<file path="src/rtl/if_fetch_if.sv">
// Memory-side fetch bus: level-held request with a one-cycle completion pulse.
interface if_fetch_if;
    logic        req;
    logic [31:0] addr;
    logic        done;
    logic [31:0] data;

    modport master (output req, output addr, input done, input data);
    modport slave  (input req, input addr, output done, output data);
endinterface

</file>
<file path="src/rtl/if_fetch.sv">
// Instruction-fetch stage: owns the PC, fetches words over a req/done bus and
// feeds IF/ID, handling stall hold-off, EX redirects and stale-fetch discard.
module if_fetch #(
    parameter logic [31:0] RESET_PC = 32'h0000_0000,
    parameter logic [31:0] NOP_INST = 32'h0000_0013
) (
    input  logic              clk,
    input  logic              rst,
    input  logic              stall_i,
    input  logic              jump_req_i,
    input  logic [31:0]       jump_addr_i,
    if_fetch_if.master        mem,
    output logic [31:0]       pc_o,
    output logic [31:0]       inst_o,
    output logic              inst_valid_o
);

    typedef enum logic [1:0] {IDLE, BUSY, FLUSH, FULL} state_t;

    state_t      state, state_n;
    logic [31:0] pc, pc_n;
    logic        req_q, req_n;
    logic [31:0] addr_q, addr_n;
    logic [31:0] pc_out_q, pc_out_n;
    logic [31:0] inst_q, inst_n;
    logic        valid_q, valid_n;
    logic [31:0] buf_pc, buf_pc_n;
    logic [31:0] buf_inst, buf_inst_n;

    logic [31:0] target;
    logic        present;
    logic [31:0] present_pc;
    logic [31:0] present_inst;

    assign target = jump_addr_i & ~32'h3;

    always_ff @(posedge clk or posedge rst) begin
        if (rst) begin
            state    <= IDLE;
            pc       <= RESET_PC;
            req_q    <= 1'b0;
            addr_q   <= '0;
            pc_out_q <= '0;
            inst_q   <= NOP_INST;
            valid_q  <= 1'b0;
            buf_pc   <= '0;
            buf_inst <= '0;
        end else begin
            state    <= state_n;
            pc       <= pc_n;
            req_q    <= req_n;
            addr_q   <= addr_n;
            pc_out_q <= pc_out_n;
            inst_q   <= inst_n;
            valid_q  <= valid_n;
            buf_pc   <= buf_pc_n;
            buf_inst <= buf_inst_n;
        end
    end

    always_comb begin
        state_n      = state;
        pc_n         = pc;
        req_n        = req_q;
        addr_n       = addr_q;
        buf_pc_n     = buf_pc;
        buf_inst_n   = buf_inst;
        present      = 1'b0;
        present_pc   = pc;
        present_inst = NOP_INST;

        case (state)
            IDLE: begin
                if (jump_req_i) begin
                    pc_n = target;
                end else begin
                    req_n   = 1'b1;
                    addr_n  = pc;
                    state_n = BUSY;
                end
            end
            BUSY: begin
                if (mem.done) begin
                    req_n = 1'b0;
                    if (jump_req_i) begin
                        pc_n    = target;
                        state_n = IDLE;
                    end else if (!stall_i) begin
                        present      = 1'b1;
                        present_pc   = pc;
                        present_inst = mem.data;
                        pc_n         = pc + 32'd4;
                        state_n      = IDLE;
                    end else begin
                        buf_pc_n   = pc;
                        buf_inst_n = mem.data;
                        state_n    = FULL;
                    end
                end else if (jump_req_i) begin
                    // The request cannot be aborted; let it finish and drop it.
                    pc_n    = target;
                    state_n = FLUSH;
                end
            end
            FLUSH: begin
                if (jump_req_i) begin
                    pc_n = target;
                end
                if (mem.done) begin
                    req_n   = 1'b0;
                    state_n = IDLE;
                end
            end
            FULL: begin
                if (jump_req_i) begin
                    pc_n       = target;
                    buf_pc_n   = '0;
                    buf_inst_n = '0;
                    state_n    = IDLE;
                end else if (!stall_i) begin
                    present      = 1'b1;
                    present_pc   = buf_pc;
                    present_inst = buf_inst;
                    pc_n         = buf_pc + 32'd4;
                    state_n      = IDLE;
                end
            end
            default: begin
                state_n = IDLE;
                req_n   = 1'b0;
            end
        endcase
    end

    // Redirect beats a fresh instruction, which beats a stall hold.
    always_comb begin
        pc_out_n = pc_out_q;
        inst_n   = inst_q;
        valid_n  = valid_q;
        if (jump_req_i) begin
            inst_n  = NOP_INST;
            valid_n = 1'b0;
        end else if (present) begin
            pc_out_n = present_pc;
            inst_n   = present_inst;
            valid_n  = 1'b1;
        end else if (!stall_i) begin
            inst_n  = NOP_INST;
            valid_n = 1'b0;
        end
    end

    assign mem.req      = req_q;
    assign mem.addr     = addr_q;
    assign pc_o         = pc_out_q;
    assign inst_o       = inst_q;
    assign inst_valid_o = valid_q;

endmodule

</file>
<file path="src/flat_wrapper.sv">
// flat-port wrapper written by rule: the top's interface ports become plain ports
module if_fetch_flat 
#(
    parameter logic [31:0] RESET_PC = 32'h0000_0000,
    parameter logic [31:0] NOP_INST = 32'h0000_0013
)
  (clk, rst, stall_i, jump_req_i, jump_addr_i, pc_o, inst_o, inst_valid_o, mem_req, mem_addr, mem_done, mem_data);
  if_fetch_if mem_i ();
  input  logic clk;
  input  logic rst;
  input  logic stall_i;
  input  logic jump_req_i;
  input  logic [31:0] jump_addr_i;
  output logic [31:0] pc_o;
  output logic [31:0] inst_o;
  output logic inst_valid_o;
  output wire logic [$bits(mem_i.req)-1:0] mem_req;
  output wire logic [$bits(mem_i.addr)-1:0] mem_addr;
  input wire logic [$bits(mem_i.done)-1:0] mem_done;
  input wire logic [$bits(mem_i.data)-1:0] mem_data;
  assign mem_req = mem_i.req;
  assign mem_addr = mem_i.addr;
  assign mem_i.done = mem_done;
  assign mem_i.data = mem_data;
  if_fetch #(.RESET_PC(RESET_PC), .NOP_INST(NOP_INST)) u_core (.clk(clk), .rst(rst), .stall_i(stall_i), .jump_req_i(jump_req_i), .jump_addr_i(jump_addr_i), .mem(mem_i), .pc_o(pc_o), .inst_o(inst_o), .inst_valid_o(inst_valid_o));
endmodule
</file>
<file path="config.mk">
export PLATFORM = sky130hd
export DESIGN_NAME = if_fetch_flat
export DESIGN_NICKNAME = d
export VERILOG_FILES = /design/src/rtl/if_fetch_if.sv /design/src/rtl/if_fetch.sv /design/src/flat_wrapper.sv
export SDC_FILE = /design/constraint.sdc
export NUM_CORES = 1
export LEC_CHECK = 0
export CELL_PAD_IN_SITES_DETAIL_PLACEMENT = 0
export CELL_PAD_IN_SITES_GLOBAL_PLACEMENT = 1
export CORE_MARGIN = 10
export CORE_UTILIZATION = 40
export DETAILED_ROUTE_END_ITERATION = 8
export PLACE_DENSITY = 0.86
export SLEW_MARGIN = 20
export SYNTH_ARGS = -nofsm -noshare
export SYNTH_HDL_FRONTEND = slang
export SYNTH_SLANG_ARGS = --single-unit
export TNS_END_PERCENT = 20
</file>
<file path="constraint.sdc">
create_clock -name clk -period 17.4 [get_ports clk]
set_input_delay 5.22 -clock clk [delete_from_list [all_inputs] [get_ports clk]]
set_output_delay 5.22 -clock clk [all_outputs]
set_load 0.005 [all_outputs]
</file>
==> out/results.ini <==
[run_status]
status = finished, final reports clean

[clock_network]
postCtsSetupBuffers = 0
cts_sinks = 196
clkLatencyLatePin_ns = 0.44
htreeDepth = 4
cts.repair.resized = 0
cts_root_buffer = clkbuf_16
cts_tree = done
cts_made_buffers = 17
clk_path_buf_depth = 2
postCtsHoldBufs = 0
clk_pin_slew_worst_paths_ns = 0.07

[floorplan]
dieWidth_um = 182
rows = 59
io_pins = 167
start_util_pct = 40.4
dieArea_um2 = 33000
core_area_um2 = 25800
fp.dieH_um = 182

[logic_synthesis]
synth_top_family_by_area = compound AO/OA/AOI/OAI gates
synthCells = 1125
synthArstFlopShare_pct = 100
syn_avg_cell_area_um2 = 9.28
ys_seq_area_share_pct = 47.0
yosys_most_used_dff = dfrtp_1
synth_seq_cells = 196
syn-num-nets = 1201
yosysWarnings = 0
synth_area_leaders = dfrtp_1 (46%), o21ai_0 (6.8%), nand2_1 (5.6%)
synth_top_area_share_pct = 46.3
synthAdderAreaFrac_pct = 0.839
yosysUniqueCellTypes = 69
synth_compound_area_share_pct = 20.4
post-synth-top-area-cell = dfrtp_1
syn_area_um2 = 10400
synth_xor_area_share_pct = 2.77
synth_mux_area_share_pct = 6.90
synth_edf_count = 0
synth_simple_gate_area_share_pct = 17.4

[sta]
clock.fmax_mhz = 126
hold_slack_ns = 0.481
finClkSkew_ns = 0.0206
hold_viol = 0
fin_tns_setup_ns = 0
max_slew_margin_pct = 24.6
worst_slew_pin_slew_ns = 1.13
period_needed_ns = 7.96
period_share_pct = 45.8
finalMaxSlewViolations = 0
rsz0062_at_grt = no
setup-violations-final = 0

[drt]
routed_wl_um = 33300
drt_iter0_drc = 1016
drt_first_pass_iters = 5
drcViolationCount = 0
routedWlPerCell_um = 21.3
ant_nets = 0
viasPerCell = 5.84
dr_total_vias = 9120

[setup_path]
crit_buf_inv = 3
critPathRequiredTime_ns = 17.78
critPathSlowestCell = nor2b_1
critPathKind = primary input to flip-flop
cp.arrival_ns = 8.34
critPathMaxFanout = 45
timing.critical_path.max_delay_family = simple AND/OR/NAND/NOR gates
end_kind = flip-flop
worstPathCellList = buf_2 > buf_4 > nor2b_1 > nand2_1 > o21ai_1 > and2_1 > nor2b_1 > buf_4 > a22o_1
cpPeakStageDelay_ns = 0.79
start_kind = primary input

[min_path]
hold_class = flip-flop to flip-flop

[placed_design]
hpwlAfterDp_um = 22700
gp_congestion = 0.931
portBuffers = 164

[finish]
final_cell_mix = dfrtp_1 (193), clkdlybuf4s50_1 (163), nand2_1 (157), o21ai_0 (140), a21oi_1 (45)
antenna_cells = 0
drive_gt1_share_pct = 8.48
syn_to_final_growth_pct = 22.8
final_common_cell = dfrtp_1
layout.nets = 1291

[global_routing]
grt_max_degree = 123
antenna_found_initial = 1
grt_usage_pct = 19.7
grt-ovfl-total = 0
grt_pass1_wl_um = 52200
grt_pass1_vias = 8838

[run]
cap_violations = 0

[pwr]
p_total_mw = 2.05
p_per_area_nw_per_um2 = 160
peakVddDrop_v = 0.0000606
p_leak_nw = 5.44

## report_power, final
group / switching [mW] / internal [mW]
registers: 0.212 / 0.620
clock network: 0.195 / 0.221
logic: 0.416 / 0.382
total: 0.824 / 1.22
## Yosys cell counts (3+ instances only)
master / instances
nor3_1: 11
a22oi_1: 38
nand3_1: 25
o21ai_1: 4
and3_1: 4
a22o_1: 24
and4_1: 12
clkbuf_1: 70
dfrtp_1: 193
a222oi_1: 3
a221oi_1: 9
nand2b_1: 37
o21a_1: 6
dfstp_2: 3
buf_1: 11
xor2_1: 13
a221o_1: 6
or2_2: 3
mux2_2: 32
buf_2: 25
a21oi_1: 45
xnor2_1: 20
nor4_1: 7
a211oi_1: 6
ha_1: 7
or3_1: 5
inv_1: 14
o21ai_0: 142
o31ai_1: 4
nand2_1: 157
and2_1: 7
nor2b_1: 17
nor3b_1: 3
a31oi_1: 13
nand4_1: 21
nor2_1: 45
a41oi_1: 3
mux2i_1: 36
o211ai_1: 5
## sequential cells by signal, indices dropped and copies added (netlist names)
| register | flops |
|---|---|
| u_core.mem.req | 1 |
| u_core.buf_pc | 32 |
| u_core.state | 2 |
| u_core.pc | 32 |
| u_core.mem.addr | 32 |
| u_core.buf_inst | 32 |
| u_core.pc_o | 32 |
| u_core.inst_o | 32 |
| u_core.inst_valid_o | 1 |
## cells by family (layout without fill, tap and decap cells)
| kind of cell | Yosys count | after routing |
|---|---|---|
| xor gates and xnor gates | 33 | 33 |
| buffers and inverters | 121 | 223 |
| adders and majority gates | 7 | 7 |
| and+or+nand+nor | 364 | 364 |
| muxes | 68 | 68 |
| AOI/OAI and AO/OA | 336 | 336 |
| DFF | 196 | 196 |
## tightest hold or removal path: stages, from the launching register on
cell	delay [ns]
dfrtp_1	0.35
nand2_1	0.04
o21ai_0	0.06
## cell type report
cell class / instances / area, um2
fillers: 2482 / 13000
multi-input cells: 808 / 5080
flip-flops and latches: 196 / 4910
repair buffers: 178 / 1740
clock buffers: 18 / 439
well taps: 335 / 419
clock inverters: 13 / 168
inverters: 14 / 60.1
## final timing paths
path	startpoint	endpoint	slack, ns	cells after the start
min	u_core.inst_o[15]	u_core.inst_o[15]	0.48	2
min in group asynchronous	rst	u_core.pc_o[29]	5.39	2
max	jump_req_i	u_core.buf_pc[25]	9.44	9
max reg2reg	u_core.state[1]	u_core.buf_pc[25]	13.94	9
min reg2reg	u_core.inst_o[15]	u_core.inst_o[15]	0.48	2
max in group asynchronous	rst	u_core.buf_inst[18]	10.49	3
## metal layers
| layer | part of all wire, % | vias up | GRT usage, % |
|---|---|---|---|
| met5 | 0.039 | - | 0 |
| met4 | 2.7 | 2 | 7.00 |
| met3 | 7.9 | 62 | 4.75 |
| met2 | 47 | 372 | 31.3 |
| met1 | 42 | 4474 | 25.7 |
| li1 | - | 4210 | - |
## through the flow
stage | area, um2 | cells | worst slack (ns) | util [%]
final | 12800 | 1562 | 9.44 | 49.6
after global placement | 12200 | 1531 | 9.15 | 47.2
after CTS | 12800 | 1562 | 9.56 | 49.6
after global routing | 12800 | 1562 | 9.35 | 49.6
after detailed placement | 12200 | 1531 | 9.11 | 47.2
after floorplan | 10400 | 1125 | 6.84 | -
(Power assumes the default switching activity.)
